## src/rtl/hist_pkg.sv

```systemverilog
// Shared definitions for the sign/magnitude histogram block: FSM states and bin indices.
package hist_pkg;

    typedef enum logic [1:0] {
        ST_IDLE = 2'd0,
        ST_RUN  = 2'd1,
        ST_DUMP = 2'd2
    } state_t;

    localparam int NBINS = 4;

    localparam logic [1:0] BIN_00 = 2'd0;
    localparam logic [1:0] BIN_01 = 2'd1;
    localparam logic [1:0] BIN_10 = 2'd2;
    localparam logic [1:0] BIN_11 = 2'd3;

    // Bin index is the {sig,mag} pair taken as a 2-bit number.
    function automatic logic [1:0] bin_of(input logic s, input logic m);
        return {s, m};
    endfunction

endpackage

```

## src/rtl/hist_line_cntr.sv

```systemverilog
// Four bin counters for one sig/mag line, with a result snapshot taken on copy.
module hist_line_cntr
    import hist_pkg::*;
#(
    parameter int CNTR_W = 16
) (
    input  logic                    clk,
    input  logic                    resetn,
    input  logic                    inc,
    input  logic [1:0]              bin_sel,
    input  logic                    clr,
    input  logic                    copy,
    output logic [NBINS*CNTR_W-1:0] res
);

    logic [CNTR_W-1:0] cnt [NBINS];

    // Copy samples the pre-clear counts, so copy and clear may share a cycle.
    always_ff @(posedge clk or negedge resetn) begin
        if (!resetn) begin
            for (int b = 0; b < NBINS; b++) begin
                cnt[b]                  <= '0;
                res[b*CNTR_W +: CNTR_W] <= '0;
            end
        end else begin
            if (copy) begin
                for (int b = 0; b < NBINS; b++) begin
                    res[b*CNTR_W +: CNTR_W] <= cnt[b];
                end
            end
            if (clr) begin
                for (int b = 0; b < NBINS; b++) begin
                    cnt[b] <= '0;
                end
            end else if (inc) begin
                cnt[bin_sel] <= cnt[bin_sel] + 1'b1;
            end
        end
    end

endmodule

```

## src/rtl/hist_bins_v3.sv

```systemverilog
// Windowed sign/magnitude histogram over LINES lines with a readable result buffer.
// Optional interrupt output enabled by defining HIST_BINS_IRQ_EN.
module hist_bins_v3
    import hist_pkg::*;
#(
    parameter int LINES  = 4,
    parameter int CNTR_W = 16
) (
    input  logic              clk,
    input  logic              resetn,
    input  logic [LINES-1:0]  sig,
    input  logic [LINES-1:0]  mag,
    input  logic              sample_en,
    input  logic [CNTR_W-1:0] win_len,
    input  logic              cont,
    input  logic              start,
    input  logic              stop,
    input  logic              rd_req,
    input  logic [7:0]        rd_line,
    input  logic [1:0]        rd_bin,
    output logic [CNTR_W-1:0] rd_data,
    output logic              rd_valid,
    output logic              busy,
    output logic              done,
`ifdef HIST_BINS_IRQ_EN
    output logic              irq,
    input  logic              irq_clr,
`endif
    output logic [7:0]        frame_cnt
);

    state_t state, state_nxt;

    logic [CNTR_W-1:0] win_len_q;
    logic              cont_q;
    logic [CNTR_W-1:0] win_cnt;
    logic [CNTR_W-1:0] win_cnt_inc;
    logic              run_smp;
    logic              clr_bins;
    logic              copy_res;
    logic              accept_start;

    logic [LINES*NBINS*CNTR_W-1:0] res_bus;
    logic [CNTR_W-1:0]             rd_sel;

    assign win_cnt_inc  = win_cnt + 1'b1;
    assign accept_start = (state == ST_IDLE) && (state_nxt == ST_RUN);
    assign busy         = (state != ST_IDLE);

    always_comb begin
        state_nxt = state;
        run_smp   = 1'b0;
        case (state)
            ST_IDLE: begin
                if (start && !stop && (win_len != '0))
                    state_nxt = ST_RUN;
            end
            ST_RUN: begin
                if (stop) begin
                    state_nxt = ST_IDLE;
                end else if (sample_en) begin
                    run_smp = 1'b1;
                    if (win_cnt_inc == win_len_q)
                        state_nxt = ST_DUMP;
                end
            end
            ST_DUMP: begin
                state_nxt = (cont_q && !stop) ? ST_RUN : ST_IDLE;
            end
            default: state_nxt = ST_IDLE;
        endcase
    end

    assign copy_res = (state == ST_DUMP);
    assign clr_bins = copy_res || ((state == ST_RUN) && stop);

    always_ff @(posedge clk or negedge resetn) begin
        if (!resetn) begin
            state     <= ST_IDLE;
            win_len_q <= '0;
            cont_q    <= 1'b0;
            win_cnt   <= '0;
            done      <= 1'b0;
            frame_cnt <= '0;
        end else begin
            state <= state_nxt;
            if (accept_start) begin
                win_len_q <= win_len;
                cont_q    <= cont;
            end
            if (clr_bins)
                win_cnt <= '0;
            else if (run_smp)
                win_cnt <= win_cnt_inc;
            done <= copy_res;
            if (copy_res)
                frame_cnt <= frame_cnt + 1'b1;
        end
    end

    for (genvar l = 0; l < LINES; l++) begin : gen_line
        hist_line_cntr #(
            .CNTR_W (CNTR_W)
        ) u_line (
            .clk     (clk),
            .resetn  (resetn),
            .inc     (run_smp),
            .bin_sel (bin_of(sig[l], mag[l])),
            .clr     (clr_bins),
            .copy    (copy_res),
            .res     (res_bus[l*NBINS*CNTR_W +: NBINS*CNTR_W])
        );
    end

    // Out-of-range lines match no entry and read back as zero.
    always_comb begin
        rd_sel = '0;
        for (int i = 0; i < LINES; i++) begin
            if (rd_line == 8'(i))
                rd_sel = res_bus[(i*NBINS + int'(rd_bin))*CNTR_W +: CNTR_W];
        end
    end

    always_ff @(posedge clk or negedge resetn) begin
        if (!resetn) begin
            rd_data  <= '0;
            rd_valid <= 1'b0;
        end else begin
            rd_valid <= rd_req;
            if (rd_req)
                rd_data <= rd_sel;
        end
    end

`ifdef HIST_BINS_IRQ_EN
    always_ff @(posedge clk or negedge resetn) begin
        if (!resetn)
            irq <= 1'b0;
        else if (copy_res)
            irq <= 1'b1;
        else if (irq_clr)
            irq <= 1'b0;
    end
`endif

endmodule
```

## config.mk

```make
export PLATFORM = sky130hd
export DESIGN_NAME = hist_bins_v3
export DESIGN_NICKNAME = d
export VERILOG_FILES = /design/src/rtl/hist_pkg.sv /design/src/rtl/hist_line_cntr.sv /design/src/rtl/hist_bins_v3.sv
export SDC_FILE = /design/constraint.sdc
export NUM_CORES = 1
export LEC_CHECK = 0
export ABC_CLOCK_PERIOD_IN_PS = 3210
export BUFFER_PORTS_ARGS = -buffer_cell sky130_fd_sc_hd__buf_2
export CORE_AREA = 2 2 223 225
export CTS_BUF_LIST = sky130_fd_sc_hd__clkbuf_16
export CTS_CLUSTER_DIAMETER = 100
export DETAILED_ROUTE_END_ITERATION = 8
export DIE_AREA = 0 0 225 227
export GPL_ROUTABILITY_DRIVEN = 0
export GPL_TIMING_DRIVEN = 0
export PLACE_DENSITY = 0.75
export SYNTH_ARGS = -nofsm -noshare
export SYNTH_HDL_FRONTEND = slang
export SYNTH_SLANG_ARGS = --single-unit
```

## constraint.sdc

```tcl
create_clock -name clk -period 3.21 [get_ports clk]
set_input_delay 0.8025 -clock clk [delete_from_list [all_inputs] [get_ports clk]]
set_output_delay 0.8025 -clock clk [all_outputs]
set_load 0.05 [all_outputs]
```

### Word-level counts from Yosys, hierarchy flattened

Cells that the tools add are included.

* flip-flop bits (word level): 573
* input bits: 41
* output and inout port bits: 27

* reduce and logical (&&, ||, !) cells: 16
* multiplexer cells: 47
* equality and inequality tests: 7
* shift-type cells: 4
* bitwise operators: 4
* $add $sub $neg: 9
* magnitude comparators: 8

Operators with widths (count)
* $mux W64: 8
* $shiftx A256 B10 Y16: 2
* $mux W16: 18
* $bwmux W64: 4
* $shiftx A256 B7 Y16: 1
* $shiftx A256 B9 Y16: 1
* $bmux W16 S2: 4
* $demux W16 S2: 4
* $add A16 B1 Y16 const B: 5
* $eq A16 B16 Y1: 1
* $eq A8 B2 Y1 const B: 2
* $reduce_bool A16 Y1: 1
* $ge A3 B3 Y1 const B: 4
* $lt A3 B1 Y1 const B: 4
* $not A2 Y3: 4
* $add A4 B2 Y5 const A: 2
* $logic_and A1 B1 Y1: 9
* $add A8 B1 Y8 const B: 1
* $eq A8 B1 Y1 const B: 1
* $logic_not A8 Y1: 1
* $mux W2: 4
* $pmux W2 S3: 1
* $add A3 B2 Y4 const A: 1
* $eq A2 B1 Y1 const B: 2
* 6 further kinds: 10

### Depth between registers and ports, before layout

* depth in word-level cells: 8
* gate-level depth with buffers: 10

### By module

From an unflattened synthesis, not the netlist that was laid out.

* cell total of the unflattened synthesis: 2074
* area, all modules: 26820.7 µm²

By module, submodules not included
* hist_line_cntr: seq. area each 3203.1 µm², area an instance 5427.7 µm², cells each 409, instances 4
* hist_bins_v3: seq. area each 1526.5 µm², area an instance 5109.9 µm², cells each 438, instances 1

### Worst setup path before layout

OpenSTA, ideal clock, no wires.

* path type: input -> register
* start point: input mag[2]
* end point: register gen_line[2].u_line.cnt[26] in the netlist's numbering
* arrival time: 2.519 ns
* path slack: 0.558 ns
* cell stages on the path: 8
* library setup time: 0.132 ns
* path through: buf_4 -> mux4_2 -> ha_1 -> nand3_1 -> nor2_1 -> and4_1 -> xnor2_1 -> o21ai_0

* cells in the longest elaborated chain, start to end: 8

Ends and longest elaborated chain
* from (decl): line hist_bins_v3.sv:12 `input logic [LINES-1:0] mag,`
* $not A2 Y3 (implied by the code) (*): line hist_line_cntr.sv:36 `cnt[bin_sel] <= cnt[bin_sel] + 1'b1;`
* $bmux W16 S2, or another cell as far along: line hist_line_cntr.sv:36
* $mux W16 (implied by the code) / $logic_and A1 B1 Y1 (equally long branches): line hist_line_cntr.sv:36
* $mux W16 (implied by the code): line hist_line_cntr.sv:36
* $add A16 B1 Y16 / $demux W16 S2 (equally long branches): line hist_line_cntr.sv:36
* $bwmux W64 (*): line hist_line_cntr.sv:36
* $mux W64 (*): line hist_line_cntr.sv:35 `end else if (inc) begin`
* $mux W64 (*): line hist_line_cntr.sv:31 `if (clr) begin`
* to (signal, indexed assignment): line hist_line_cntr.sv:36
* to (decl): line hist_line_cntr.sv:16 `logic [CNTR_W-1:0] cnt [NBINS];`

Mark *: on every way between the ends. The rest lies on a longest branch, timed or not. The select of a mux whose other input is x is not followed.
A chain may end at the register's enable or synchronous reset.

### Worst setup path in the final report

* start point: register state[1]
* end point: register gen_line[2].u_line.cnt[9] in the netlist's numbering

* cells in the longest elaborated chain, start to end: 4

Ends and longest elaborated chain
* from (decl): line hist_bins_v3.sv:32 `state_t state, state_nxt;`
* from (signal assigned): line hist_bins_v3.sv:86 `state <= state_nxt;`
* $eq A2 B1 Y1: line hist_bins_v3.sv:53, hist_bins_v3.sv:75
* $logic_and A1 B1 Y1: line hist_bins_v3.sv:75 `assign clr_bins = copy_res || ((state == ST_RUN) && stop);`
* $logic_or A1 B1 Y1: line hist_bins_v3.sv:75
* $mux W64 / $reduce_bool A2 Y1 (equally long branches)

Parallel ways exist; a longest one is shown, timed or not.

==> flow_metrics.env <==
export IMPL_status="finished clean"
export IMPL_crit_type="flop to flop"
export IMPL_wire_per_inst_um=23.0
export IMPL_hold_path_class="primary input to async pin"
export IMPL_fmax_ghz=0.313
export IMPL_leakagePower_nw=13.9
export IMPL_synth_edf_count=0
export IMPL_hold_viol_final=0
export IMPL_cts_sinks=573
export IMPL_initial_core_util_pct=54.7
export IMPL_drv_cap=0
export IMPL_firstDrtPassIters=6
export IMPL_vias_per_cell=6.34
export IMPL_std_cell_rows=81
export IMPL_reg2reg_slack_ps=20
export IMPL_yosysWarningCount=0
export IMPL_cp_common_cell="clkbuf_1"
export IMPL_syn_avg_cell_area_um2=10.1
export IMPL_yosysUniqueCellTypes=57
export IMPL_worstPathCellList="nand2b_1, clkbuf_1, inv_1, a21oi_1, clkbuf_1, clkbuf_1, nand3_1, o21ai_0"
export IMPL_routed_wl_um=78400
export IMPL_grt_pass1_vias=22200
export IMPL_power_mw=14.6
export IMPL_finalNonFillerCells=3416
export IMPL_synthArstFlopShare_pct=100
export IMPL_layout_commonest_cell="nand2_1"
export IMPL_netlist_instances=2631
export IMPL_slew_headroom_pct=34.8
export IMPL_r2r_start="state[1]$_DFF_PN0_"
export IMPL_chipHeight_um=227
export IMPL_reg2regPathDepth=8
export IMPL_final_area_um2=29500
export IMPL_gr_total_overflow=0
export IMPL_grt_max_degree=133
export IMPL_grt_pass1_wl_um=123000
export IMPL_core_um2=48500
export IMPL_critPathMaxStageDelay_ps=690
export IMPL_clkPwrFrac_pct=43.7
export IMPL_start_kind="flop"
export IMPL_p_seq_share_pct=50.5
export IMPL_power_frac_comb_pct=5.7
export IMPL_finalCritPeriodShare_pct=99.5
export IMPL_clk_pin_slew_ps=60
export IMPL_cp_slowest_cell="clkbuf_1"
export IMPL_startpoint="state[1]$_DFF_PN0_"
export IMPL_whs_ps=272
export IMPL_syn_num_nets=2678
export IMPL_cts_setup_buffers=0
export IMPL_dpl_hpwl_um=54900
export IMPL_dieWidth_um=225
export IMPL_finClkSkew_ps=18.7
export IMPL_numCtsBuffers=58
export IMPL_grt_util_all_layers_pct=31.6
export IMPL_dp_cells=3313
export IMPL_setup_violations=0
export IMPL_synth_flop_cell="dfrtp_1"
export IMPL_nets=2798
export IMPL_p_per_area_nw_per_um2=496
export IMPL_die_area_um2=51100
export IMPL_end_kind="flop"
export IMPL_dpl_cell_area_um2=27700
export IMPL_port_buffers=56
export IMPL_vias=21700
export IMPL_cts_max_path_buffers=3
export IMPL_switching_share_pct=23.9
export IMPL_finalMaxSlewViolations=0
export IMPL_ioPinCount=68
export IMPL_final_cell_mix="nand2_1 (820), dfrtp_1 (573), nand3_1 (273)"
export IMPL_worstPathArrival_ps=3730
export IMPL_path_max_fanout=10
export IMPL_layout_drive_gt1_share_pct=11.6
export IMPL_crit_end="gen_line[2].u_line.cnt[9]$_DFFE_PN0P_"
export IMPL_ant_nets=0
export IMPL_area_growth_syn_to_layout_pct=11.0
export IMPL_internal_power_mw=11.1
export IMPL_pre_cts_ws_ps=-324
export IMPL_rsz0062_at_grt="false"
export IMPL_worst_skew_pair_late_latency_ps=630
export IMPL_cts_tree="yes"
export IMPL_antenna_found_initial=3
export IMPL_ir_drop_v=0.000423
export IMPL_layout_setup_ws_ps=16.0
export IMPL_route_detailed_drc=0
export IMPL_layout_min_cycle_time_ps=3190
export IMPL_synth_area_um2=26500
export IMPL_ys_ff_latch=573
export IMPL_r2r_end="gen_line[2].u_line.cnt[9]$_DFFE_PN0P_"
export IMPL_required_ps=3740
export IMPL_worst_slew_pin_slew_ps=978
export IMPL_cts_root_buf="clkbuf_16"
export IMPL_drt_iter0_markers=2751
export IMPL_htree_levels=2
export IMPL_fill_cells=3882
export IMPL_ys_seq_area_share_pct=54.0
export IMPL_power_switching_mw=3.50
worst min path at each step:
stage	end	slack, ps	depth (start not counted)
floorplan	gen_line[0].u_line.res[33]$_DFFE_PN0P_	440	2
global placement	gen_line[1].u_line.res[35]$_DFFE_PN0P_	450	2
detailed placement	gen_line[1].u_line.res[44]$_DFFE_PN0P_	460	2
CTS	rd_valid$_DFF_PN0_	290	1
global route	rd_valid$_DFF_PN0_	310	1
finish	gen_line[1].u_line.res[23]$_DFFE_PN0P_	270	1
registers in the layout (all words and copies together) (netlist names):
signal               cells
cont_q                   1
done                     1
frame_cnt                8
gen_line.u_line.cnt    256
gen_line.u_line.res    256
rd_data                 16
rd_valid                 1
state                    2
win_cnt                 16
win_len_q               16
per-stage QoR:
stage | setup TNS [ps] | utilization, %
6_report | 0 | 60.7
5_1_grt | 0 | 60.7
4_1_cts | 0 | 60.7
3_5_place_dp | -1750 | 57.1
3_3_place_gp | -5624590 | 56.9
2_1_floorplan | 0 | -
cell families after synthesis:
| family | after synthesis | synth area share (%) |
|---|---|---|
| and+or+nand+nor | 1243 | 19.9 |
| xor gates and xnor gates | 82 | 2.76 |
| adders and majority gates | 6 | 0.283 |
| AOI/OAI and AO/OA | 348 | 7.27 |
| buffers and inverters | 216 | 3.40 |
| muxes | 163 | 12.4 |
| DFF | 573 | 54.0 |
cells in the mapped netlist, drive strengths merged (2+ instances only):
cell	count	area (um^2)
a31oi	4	25.0
o21ai	262	1310
dfrtp	573	14300
inv	23	86.3
nor3	8	45.0
nor2	68	258
o211a	2	20.0
or3	5	31.3
nand2	820	3080
nand4	15	100
and3	6	37.5
o22ai	4	25.0
mux2i	18	180
or2	4	25.0
nor2b	5	31.3
and3b	2	17.5
and4	6	53.8
mux2	17	191
a21oi	32	160
o41ai	3	26.3
mux4	128	2920
nand3b	8	60.1
o31ai	15	133
and2	4	25.0
o211ai	12	110
nor3b	2	15.0
clkbuf	161	608
buf	32	208
a2bb2oi	12	105
xnor2	53	464
nor4	9	62.6
ha	6	75.1
nand3	274	1380
nand2b	3	18.8
xor2	28	245
timing repair:
action                                  4_1_cts  5_1_grt
gates resized for setup                       0        6
endpoints found under the setup margin        0        9
hold buffers                                  0        0
layer usage:
layer	wire length, um	vias to the layer above	global-route usage (%)
met2	36600	1331	50.3
met3	8100	276	7.74
li1	-	9273	-
met5	33	-	0
met1	29400	10800	40.5
met4	4280	6	16.5
layout make-up:
cell class                      instances  area [um^2]  share of cell area (%)
Antenna cell                            1         2.50                 0.00849
Buffer                                193          820                    2.78
Clock buffer                           59         1480                    5.01
Clock inverter                         43          272                   0.921
Inverter                               23         86.3                   0.293
Multi-Input combinational cell       1842        11300                    38.4
Sequential cell                       573        14300                    48.6
Tap cell                              622          778                    2.64
Timing Repair Buffer                   60          400                    1.36
power groups by stage:
stage	Clock, mW	Combinational, mW	Sequential (mW)
global route	6.71	0.908	7.40
floorplan	0	0.442	7.54
CTS	6.42	0.834	7.39
finish	6.40	0.835	7.39
detailed placement	0	0.830	7.52
global placement	0	0.789	7.52
critical path, delay by kind of cell, from the launching register on:
family                 cells  cell delay, ps
buffers and inverters      4            1850
AO/OA/AOI/OAI              2             590
flip-flops                 1             390
AND/OR/NAND/NOR            2             250
No activity file was read; power rests on OpenSTA's default activity.
